[src/rtl/dmem_arb3_if.sv]
// dmem bus port: one initiator-to-target request/response channel.
// Latency: none, wires only.
// Backpressure: target stalls a request by holding accept low; responses return in order via ack.
interface dmem_arb3_if;
    logic [31:0] addr;
    logic [31:0] wdata;
    logic [31:0] rdata;
    logic [3:0]  wr;
    logic        rd;
    logic        burst;
    logic        accept;
    logic        ack;

    modport master (
        output addr, wdata, wr, rd, burst,
        input  rdata, accept, ack
    );

    modport slave (
        input  addr, wdata, wr, rd, burst,
        output rdata, accept, ack
    );
endinterface

[src/rtl/dmem_arb3.sv]
// Round-robin arbiter sharing one dmem target between three initiators.
// Latency: 1 cycle from IDLE to first forward, then same-cycle pass-through while granted.
// Backpressure: target accept passes to the owner; forwarding stops at MAX_OUTSTANDING unacked.
module dmem_arb3 #(
    parameter int unsigned MAX_OUTSTANDING = 4
) (
    input  logic        clk_i,
    input  logic        rst_i,
    dmem_arb3_if.slave  in0,
    dmem_arb3_if.slave  in1,
    dmem_arb3_if.slave  in2,
    dmem_arb3_if.master out
);
    typedef enum logic [1:0] {IDLE, GRANT, DRAIN} state_t;

    localparam logic [2:0] MAX_CNT = 3'(MAX_OUTSTANDING);

    state_t      state;
    logic [1:0]  owner;
    logic [1:0]  last;
    logic [2:0]  cnt;
    logic        lock;

    logic [2:0]  req;
    logic [2:0]  own_oh;
    logic [1:0]  win;
    logic [1:0]  ord_a;
    logic [1:0]  ord_b;
    logic [1:0]  ord_c;
    logic [31:0] own_addr;
    logic [31:0] own_wdata;
    logic [3:0]  own_wr;
    logic        own_rd;
    logic        own_burst;
    logic        own_req;
    logic        others_req;
    logic        busy;
    logic        fwd;
    logic        acc;
    logic        dec;
    logic [2:0]  cnt_next;

    assign req = {(|in2.wr) | in2.rd, (|in1.wr) | in1.rd, (|in0.wr) | in0.rd};

    // Search order starts just after the previous winner so every requester gets a turn.
    always_comb begin
        ord_a = 2'd0;
        ord_b = 2'd1;
        ord_c = 2'd2;
        case (last)
            2'd0:    begin ord_a = 2'd1; ord_b = 2'd2; ord_c = 2'd0; end
            2'd1:    begin ord_a = 2'd2; ord_b = 2'd0; ord_c = 2'd1; end
            default: ;
        endcase
        win = ord_c;
        if (req[ord_a])
            win = ord_a;
        else if (req[ord_b])
            win = ord_b;
    end

    always_comb begin
        own_addr  = '0;
        own_wdata = '0;
        own_wr    = '0;
        own_rd    = 1'b0;
        own_burst = 1'b0;
        case (owner)
            2'd0: begin
                own_addr = in0.addr; own_wdata = in0.wdata; own_wr = in0.wr;
                own_rd   = in0.rd;   own_burst = in0.burst;
            end
            2'd1: begin
                own_addr = in1.addr; own_wdata = in1.wdata; own_wr = in1.wr;
                own_rd   = in1.rd;   own_burst = in1.burst;
            end
            2'd2: begin
                own_addr = in2.addr; own_wdata = in2.wdata; own_wr = in2.wr;
                own_rd   = in2.rd;   own_burst = in2.burst;
            end
            default: ;
        endcase
    end

    assign own_oh     = 3'b001 << owner;
    assign own_req    = (|own_wr) | own_rd;
    assign others_req = |(req & ~own_oh);
    assign busy       = (state != IDLE);
    assign fwd        = (state == GRANT) && (cnt < MAX_CNT);
    assign acc        = fwd && own_req && out.accept;
    // Acks with nothing outstanding are stale (e.g. from before a reset) and are dropped.
    assign dec        = out.ack && busy && (cnt != 3'd0);

    always_comb begin
        cnt_next = cnt;
        if (acc && !dec)
            cnt_next = cnt + 3'd1;
        else if (dec && !acc)
            cnt_next = cnt - 3'd1;
    end

    assign out.addr  = fwd ? own_addr  : '0;
    assign out.wdata = fwd ? own_wdata : '0;
    assign out.wr    = fwd ? own_wr    : '0;
    assign out.rd    = fwd & own_rd;
    assign out.burst = fwd & own_burst;

    assign in0.accept = acc & own_oh[0];
    assign in1.accept = acc & own_oh[1];
    assign in2.accept = acc & own_oh[2];
    assign in0.ack    = dec & own_oh[0];
    assign in1.ack    = dec & own_oh[1];
    assign in2.ack    = dec & own_oh[2];
    assign in0.rdata  = (busy && own_oh[0]) ? out.rdata : '0;
    assign in1.rdata  = (busy && own_oh[1]) ? out.rdata : '0;
    assign in2.rdata  = (busy && own_oh[2]) ? out.rdata : '0;

    always_ff @(posedge clk_i or negedge rst_i) begin
        if (!rst_i) begin
            state <= IDLE;
            owner <= 2'd0;
            last  <= 2'd2;
            cnt   <= 3'd0;
            lock  <= 1'b0;
        end else begin
            cnt <= cnt_next;
            if (acc)
                lock <= own_burst;
            case (state)
                IDLE: begin
                    if (|req) begin
                        owner <= win;
                        last  <= win;
                        state <= GRANT;
                    end
                end
                GRANT: begin
                    // Closing a non-burst access while others wait hands the bus on once acks drain.
                    if (acc && !own_burst && others_req)
                        state <= DRAIN;
                    else if (cnt_next == 3'd0 && !lock && !own_req)
                        state <= IDLE;
                end
                DRAIN: begin
                    if (cnt_next == 3'd0)
                        state <= IDLE;
                end
                default: state <= IDLE;
            endcase
        end
    end
endmodule

[src/flat_wrapper.sv]
// flat-port wrapper written by rule: the top's interface ports become plain ports
module dmem_arb3_flat 
#(
    parameter int unsigned MAX_OUTSTANDING = 4
)
  (clk_i, rst_i, in0_addr, in0_wdata, in0_wr, in0_rd, in0_burst, in0_rdata, in0_accept, in0_ack, in1_addr, in1_wdata, in1_wr, in1_rd, in1_burst, in1_rdata, in1_accept, in1_ack, in2_addr, in2_wdata, in2_wr, in2_rd, in2_burst, in2_rdata, in2_accept, in2_ack, out_addr, out_wdata, out_wr, out_rd, out_burst, out_rdata, out_accept, out_ack);
  dmem_arb3_if in0_i ();
  dmem_arb3_if in1_i ();
  dmem_arb3_if in2_i ();
  dmem_arb3_if out_i ();
  input  logic clk_i;
  input  logic rst_i;
  input wire logic [$bits(in0_i.addr)-1:0] in0_addr;
  input wire logic [$bits(in0_i.wdata)-1:0] in0_wdata;
  input wire logic [$bits(in0_i.wr)-1:0] in0_wr;
  input wire logic [$bits(in0_i.rd)-1:0] in0_rd;
  input wire logic [$bits(in0_i.burst)-1:0] in0_burst;
  output wire logic [$bits(in0_i.rdata)-1:0] in0_rdata;
  output wire logic [$bits(in0_i.accept)-1:0] in0_accept;
  output wire logic [$bits(in0_i.ack)-1:0] in0_ack;
  input wire logic [$bits(in1_i.addr)-1:0] in1_addr;
  input wire logic [$bits(in1_i.wdata)-1:0] in1_wdata;
  input wire logic [$bits(in1_i.wr)-1:0] in1_wr;
  input wire logic [$bits(in1_i.rd)-1:0] in1_rd;
  input wire logic [$bits(in1_i.burst)-1:0] in1_burst;
  output wire logic [$bits(in1_i.rdata)-1:0] in1_rdata;
  output wire logic [$bits(in1_i.accept)-1:0] in1_accept;
  output wire logic [$bits(in1_i.ack)-1:0] in1_ack;
  input wire logic [$bits(in2_i.addr)-1:0] in2_addr;
  input wire logic [$bits(in2_i.wdata)-1:0] in2_wdata;
  input wire logic [$bits(in2_i.wr)-1:0] in2_wr;
  input wire logic [$bits(in2_i.rd)-1:0] in2_rd;
  input wire logic [$bits(in2_i.burst)-1:0] in2_burst;
  output wire logic [$bits(in2_i.rdata)-1:0] in2_rdata;
  output wire logic [$bits(in2_i.accept)-1:0] in2_accept;
  output wire logic [$bits(in2_i.ack)-1:0] in2_ack;
  output wire logic [$bits(out_i.addr)-1:0] out_addr;
  output wire logic [$bits(out_i.wdata)-1:0] out_wdata;
  output wire logic [$bits(out_i.wr)-1:0] out_wr;
  output wire logic [$bits(out_i.rd)-1:0] out_rd;
  output wire logic [$bits(out_i.burst)-1:0] out_burst;
  input wire logic [$bits(out_i.rdata)-1:0] out_rdata;
  input wire logic [$bits(out_i.accept)-1:0] out_accept;
  input wire logic [$bits(out_i.ack)-1:0] out_ack;
  assign in0_i.addr = in0_addr;
  assign in0_i.wdata = in0_wdata;
  assign in0_i.wr = in0_wr;
  assign in0_i.rd = in0_rd;
  assign in0_i.burst = in0_burst;
  assign in0_rdata = in0_i.rdata;
  assign in0_accept = in0_i.accept;
  assign in0_ack = in0_i.ack;
  assign in1_i.addr = in1_addr;
  assign in1_i.wdata = in1_wdata;
  assign in1_i.wr = in1_wr;
  assign in1_i.rd = in1_rd;
  assign in1_i.burst = in1_burst;
  assign in1_rdata = in1_i.rdata;
  assign in1_accept = in1_i.accept;
  assign in1_ack = in1_i.ack;
  assign in2_i.addr = in2_addr;
  assign in2_i.wdata = in2_wdata;
  assign in2_i.wr = in2_wr;
  assign in2_i.rd = in2_rd;
  assign in2_i.burst = in2_burst;
  assign in2_rdata = in2_i.rdata;
  assign in2_accept = in2_i.accept;
  assign in2_ack = in2_i.ack;
  assign out_addr = out_i.addr;
  assign out_wdata = out_i.wdata;
  assign out_wr = out_i.wr;
  assign out_rd = out_i.rd;
  assign out_burst = out_i.burst;
  assign out_i.rdata = out_rdata;
  assign out_i.accept = out_accept;
  assign out_i.ack = out_ack;
  dmem_arb3 #(.MAX_OUTSTANDING(MAX_OUTSTANDING)) u_core (.clk_i(clk_i), .rst_i(rst_i), .in0(in0_i), .in1(in1_i), .in2(in2_i), .out(out_i));
endmodule
[config.mk]
export PLATFORM = sky130hd
export DESIGN_NAME = dmem_arb3_flat
export DESIGN_NICKNAME = d
export VERILOG_FILES = /design/src/rtl/dmem_arb3_if.sv /design/src/rtl/dmem_arb3.sv /design/src/flat_wrapper.sv
export SDC_FILE = /design/constraint.sdc
export NUM_CORES = 1
export LEC_CHECK = 0
export CAP_MARGIN = 10
export CORE_AREA = 8 8 156 158
export DETAILED_ROUTE_END_ITERATION = 12
export DIE_AREA = 0 0 164 166
export PLACE_DENSITY = 0.62
export SYNTH_ARGS = -nofsm -noshare
export SYNTH_HDL_FRONTEND = slang
export SYNTH_SLANG_ARGS = --single-unit
[constraint.sdc]
create_clock -name clk_i -period 2.8 [get_ports clk_i]
set_input_delay 0.84 -clock clk_i [delete_from_list [all_inputs] [get_ports clk_i]]
set_output_delay 0.84 -clock clk_i [all_outputs]
set_load 0.01 [all_outputs]
==> flow_summary.rst, run 1 <==
.. list-table::
   :header-rows: 1

   * - Metric
     - Value
   * - Result of the run
     - completed
   * - Area of the core
     - 0.02209 mm²
   * - Maximum operating frequency
     - 358.5 MHz
   * - Clock net sink count
     - 9
   * - Max IR drop VDD
     - 0.3834 mV
   * - Number of antenna violations at the first check in global routing
     - 0
   * - Overall power consumption
     - 7.378 mW
   * - Arrival time of the worst setup path
     - 1.95 ns
   * - Worst setup skew after layout
     - 0.003299 ns
   * - Total of warnings raised by yosys
     - 0
   * - Starting density of the core
     - 14.76%
   * - Count of pins on the block boundary
     - 418
   * - Pre-CTS worst setup slack
     - -0.7195 ns
   * - Number of failing hold endpoints at the final stage
     - 0
   * - Post-synth EDFFs
     - 0
   * - Sequential Power Share
     - 3.6%
   * - Post-synthesis async set-or-reset flop share
     - 100.0%
   * - Period utilization
     - 99.63%
   * - Share of total power in combinational logic
     - 92.8%
   * - Commonest register cell after synthesis
     - sky130_fd_sc_hd__dfrtp_1
   * - Wire length of the first global-routing pass
     - 36.18 mm
   * - Power density of the placed cells
     - 864.7 mW/mm²
   * - Number of vias after detailed routing
     - 5537
   * - Count of final max-slew check failures
     - 0
   * - Detail-routed via count per cell
     - 4.316
   * - CTS Buf Count
     - 3
   * - Filler cell count
     - 2308
   * - Nets in the synthesized netlist
     - 772
   * - Most frequent standard cell in the layout excluding fill and tap cells
     - sky130_fd_sc_hd__clkdlybuf4s50_1
   * - Number of nets in the final layout
     - 1248
   * - Critical path cell sequence
     - buf_6, mux2_4, mux2i_4, nand2_2, o21ai_2, buf_6, nor3_2, buf_2
   * - Number of iterations in the first detailed-routing pass
     - 4
   * - Overall fraction of global-route tracks in use
     - 16.98%
   * - Transition time of the tightest slew-check pin
     - 0.4829 ns
   * - Count of input and output buffers
     - 417
   * - Class of the most critical setup path
     - input pin to primary output
   * - Endpoint kind of the worst setup timing path
     - primary output
   * - Count of standard-cell rows
     - 55
   * - First DRT Iteration DRCs
     - 245
   * - Switching share of power
     - 47.58%
   * - Crit-path most repeated cell
     - sky130_fd_sc_hd__buf_6
   * - Worst Path Max Fanout
     - 4
   * - RSZ-0062 raised after global routing
     - yes
   * - Data required time at the worst endpoint
     - 1.96 ns
   * - Count of cell types in the netlist
     - 47
   * - Number of routed nets with antenna violations
     - 0
   * - Number of global-route vias before repair
     - 5788
   * - Proportion of synthesized chip area in sequential cells
     - 6.948%
   * - Area delta synth->final
     - 161.8%
   * - Clock tree from TritonCTS
     - built
   * - Max_slew headroom
     - 67.71%
   * - Min Tclk post-route
     - 2.790 ns
   * - Buffer levels on the longest clock path
     - 2
   * - Post-Route WL
     - 24.57 mm
   * - CP max stage cell
     - sky130_fd_sc_hd__mux2_4
   * - Commonest non-fill, non-tap cells in the layout
     - sky130_fd_sc_hd__clkdlybuf4s50_1, sky130_fd_sc_hd__nor2_1, sky130_fd_sc_hd__dlygate4sd2_1, sky130_fd_sc_hd__buf_4, sky130_fd_sc_hd__mux2i_1
   * - Ant diodes
     - 0
   * - Clock root buffer master
     - sky130_fd_sc_hd__clkbuf_16
   * - Worst hold margin
     - 0.5145 ns
   * - Leakage power
     - 4.067 nW
   * - Worst min-delay path class
     - register to register
   * - Vert. Die Dim
     - 166 µm
   * - Final RePlAce weighted congestion
     - 0.8151
   * - Mean cell area of the mapped netlist
     - 6.232 µm²
   * - Internal power component
     - 3.867 mW
   * - Delay contributed by the slowest stage of the critical path
     - 0.27 ns
   * - Total congestion overflow
     - 0
   * - Hpwl dp
     - 19.05 mm
   * - Maximum number of pins on one net before global-route repair
     - 45
   * - Average detailed-routed wire length per instance
     - 19.15 µm
   * - Total of endpoints with negative setup slack in the final report
     - 0
   * - Post-synthesis instance area
     - 0.003259 mm²
   * - Max-capacitance violation count
     - 0
   * - Power share of the clock group
     - 3.6%
   * - Share of post-route cells with drive strength above 1
     - 23.55%
   * - Flops & latches, synth
     - 9
   * - Setup WS post-layout
     - 0.01038 ns
   * - Clock network latency to the later pin of the worst-skew pair
     - 0.24 ns
   * - Crit path launch type
     - input pin
   * - Post-synthesis instance total
     - 523
   * - Net switching power of the design
     - 3.510 mW
   * - Die width
     - 164 µm
   * - Die Footprint
     - 0.02722 mm²
   * - Depth of the CTS H-tree
     - 1
   * - # DRC
     - 0
   * - Clock transition at path regs
     - 0.04 ns
==> critical path, delay by kind of cell <==
kind,cells,cell delay (ns)
AO/OA/AOI/OAI,1,0.17
buffers and inverters,3,0.37
multiplexers,2,0.44
AND/OR/NAND/NOR,2,0.12
==> power groups by stage <==
stage	Combinational, mW	Sequential, mW	Clock (mW)
after floorplan	2.99	0.240	0
after global placement	6.60	0.272	0
after detailed placement	6.61	0.273	0
after CTS	6.86	0.269	0.269
after global routing	7.37	0.280	0.277
final	6.85	0.268	0.265
==> through the flow <==
stage                     util (%)  cell area [µm²]  cells  setup TNS, ns
final                        38.62             8532   1283              0
after global routing         38.62             8532   1283        -0.3279
after CTS                    39.08             8632   1278        -0.1614
after detailed placement     37.63             8312   1250         -24.88
after global placement       37.63             8312   1250         -23.99
after floorplan                  -             3259    523              0
==> cell families after synthesis <==
group | after synthesis | synth area share, %
flops | 9 | 6.948
xor+xnor | 3 | 0.8063
buf+inv | 53 | 6.987
fa+ha+maj | 5 | 1.804
compound gates | 98 | 18.27
simple gates | 282 | 42.73
mux | 73 | 22.46
==> cells in the mapped netlist (2+ instances only) <==
library cell                  n  area [µm²]
sky130_fd_sc_hd__nor2_1     142       533.0
sky130_fd_sc_hd__inv_1        7       26.28
sky130_fd_sc_hd__and2_1      65       406.6
sky130_fd_sc_hd__buf_1        6       22.52
sky130_fd_sc_hd__nor4_1       3       18.77
sky130_fd_sc_hd__a311o_1      2       20.02
sky130_fd_sc_hd__or4_4        2       22.52
sky130_fd_sc_hd__nor3_1       7       35.03
sky130_fd_sc_hd__mux2i_1     72       720.7
sky130_fd_sc_hd__a32oi_1      3       26.28
sky130_fd_sc_hd__nand2b_1     3       18.77
sky130_fd_sc_hd__o21a_1       2       15.01
sky130_fd_sc_hd__buf_6        2       22.52
sky130_fd_sc_hd__buf_2        8       40.04
sky130_fd_sc_hd__xnor2_1      3       26.28
sky130_fd_sc_hd__nand3_1      4       20.02
sky130_fd_sc_hd__nand4_1      2       12.51
sky130_fd_sc_hd__nand2_1     10       37.54
sky130_fd_sc_hd__dfrtp_1      8       200.2
sky130_fd_sc_hd__clkbuf_1    29       108.9
sky130_fd_sc_hd__a2bb2oi_2    3       45.04
sky130_fd_sc_hd__o21ai_0      3       15.01
sky130_fd_sc_hd__ha_1         3       37.54
sky130_fd_sc_hd__a21oi_1     68       340.3
sky130_fd_sc_hd__and3_1      35       219.0
sky130_fd_sc_hd__nor2b_1      3       18.77
sky130_fd_sc_hd__nor2_2       2       12.51
sky130_fd_sc_hd__a2bb2oi_1    3       26.28
sky130_fd_sc_hd__o21ai_1      3       15.01
sky130_fd_sc_hd__a31oi_1      3       18.77
==> sequential cells by signal (all words and copies together), names as in the netlist <==
register,count
u_core.lock,1
u_core.owner,1
u_core.last,2
u_core.cnt,3
u_core.state,2
==> routing by layer <==
| layer | up-vias | routed length [µm] | GRT usage [%] |
|---|---|---|---|
| met5 | - | 0 | 0 |
| met4 | 0 | 199 | 1.661 |
| li1 | 2749 | - | - |
| met3 | 14 | 1784 | 3.793 |
| met2 | 210 | 12560 | 30.61 |
| met1 | 2564 | 10030 | 20.69 |
==> what timing repair did <==
item | 4_1_cts | 5_1_grt
hold buffers | 0 | 0
buffers inserted | 16 | 6
setup endpoints to repair | 172 | 86
resized for setup | 333 | 136
gates cloned | 8 | 0
pin swaps | 12 | 11
==> final timing paths <==
check / slack (ns) / startpoint / depth (start not counted) / end
min reg2reg: 0.51 / u_core.lock / 2 / u_core.lock
max: 0.01 / in0_wr[1] / 8 / in0_accept
max in group asynchronous: 1.50 / rst_i / 1 / u_core.last[0]
min in group asynchronous: 0.93 / rst_i / 1 / u_core.cnt[2]
max reg2reg: 0.34 / u_core.last[0] / 10 / u_core.state[0]
min: 0.51 / u_core.lock / 2 / u_core.lock
==> cell type report <==
type	count	area, µm²	area share [%]
multi-input combinational	461	2960	34.70
tap	285	356.6	4.179
timing repair buffer	517	4877	57.16
inverter	7	26.28	0.3080
sequential	9	231.5	2.713
clock inverter	1	5.005	0.05866
clock buffer	3	75.07	0.8799
No activity file was read; power rests on OpenSTA's default activity.
==> run 2: changes to the inputs <==
--- a/config.mk
+++ b/config.mk
@@ -5,6 +5,7 @@
 export SDC_FILE = /design/constraint.sdc
 export NUM_CORES = 1
 export LEC_CHECK = 0
+export ABC_CLOCK_PERIOD_IN_PS = 2800
 export CAP_MARGIN = 10
 export CORE_AREA = 8 8 156 158
 export DETAILED_ROUTE_END_ITERATION = 12
==> results of run 2 <==
No change in the layout: final DEF, timing and power equal those of run 1.
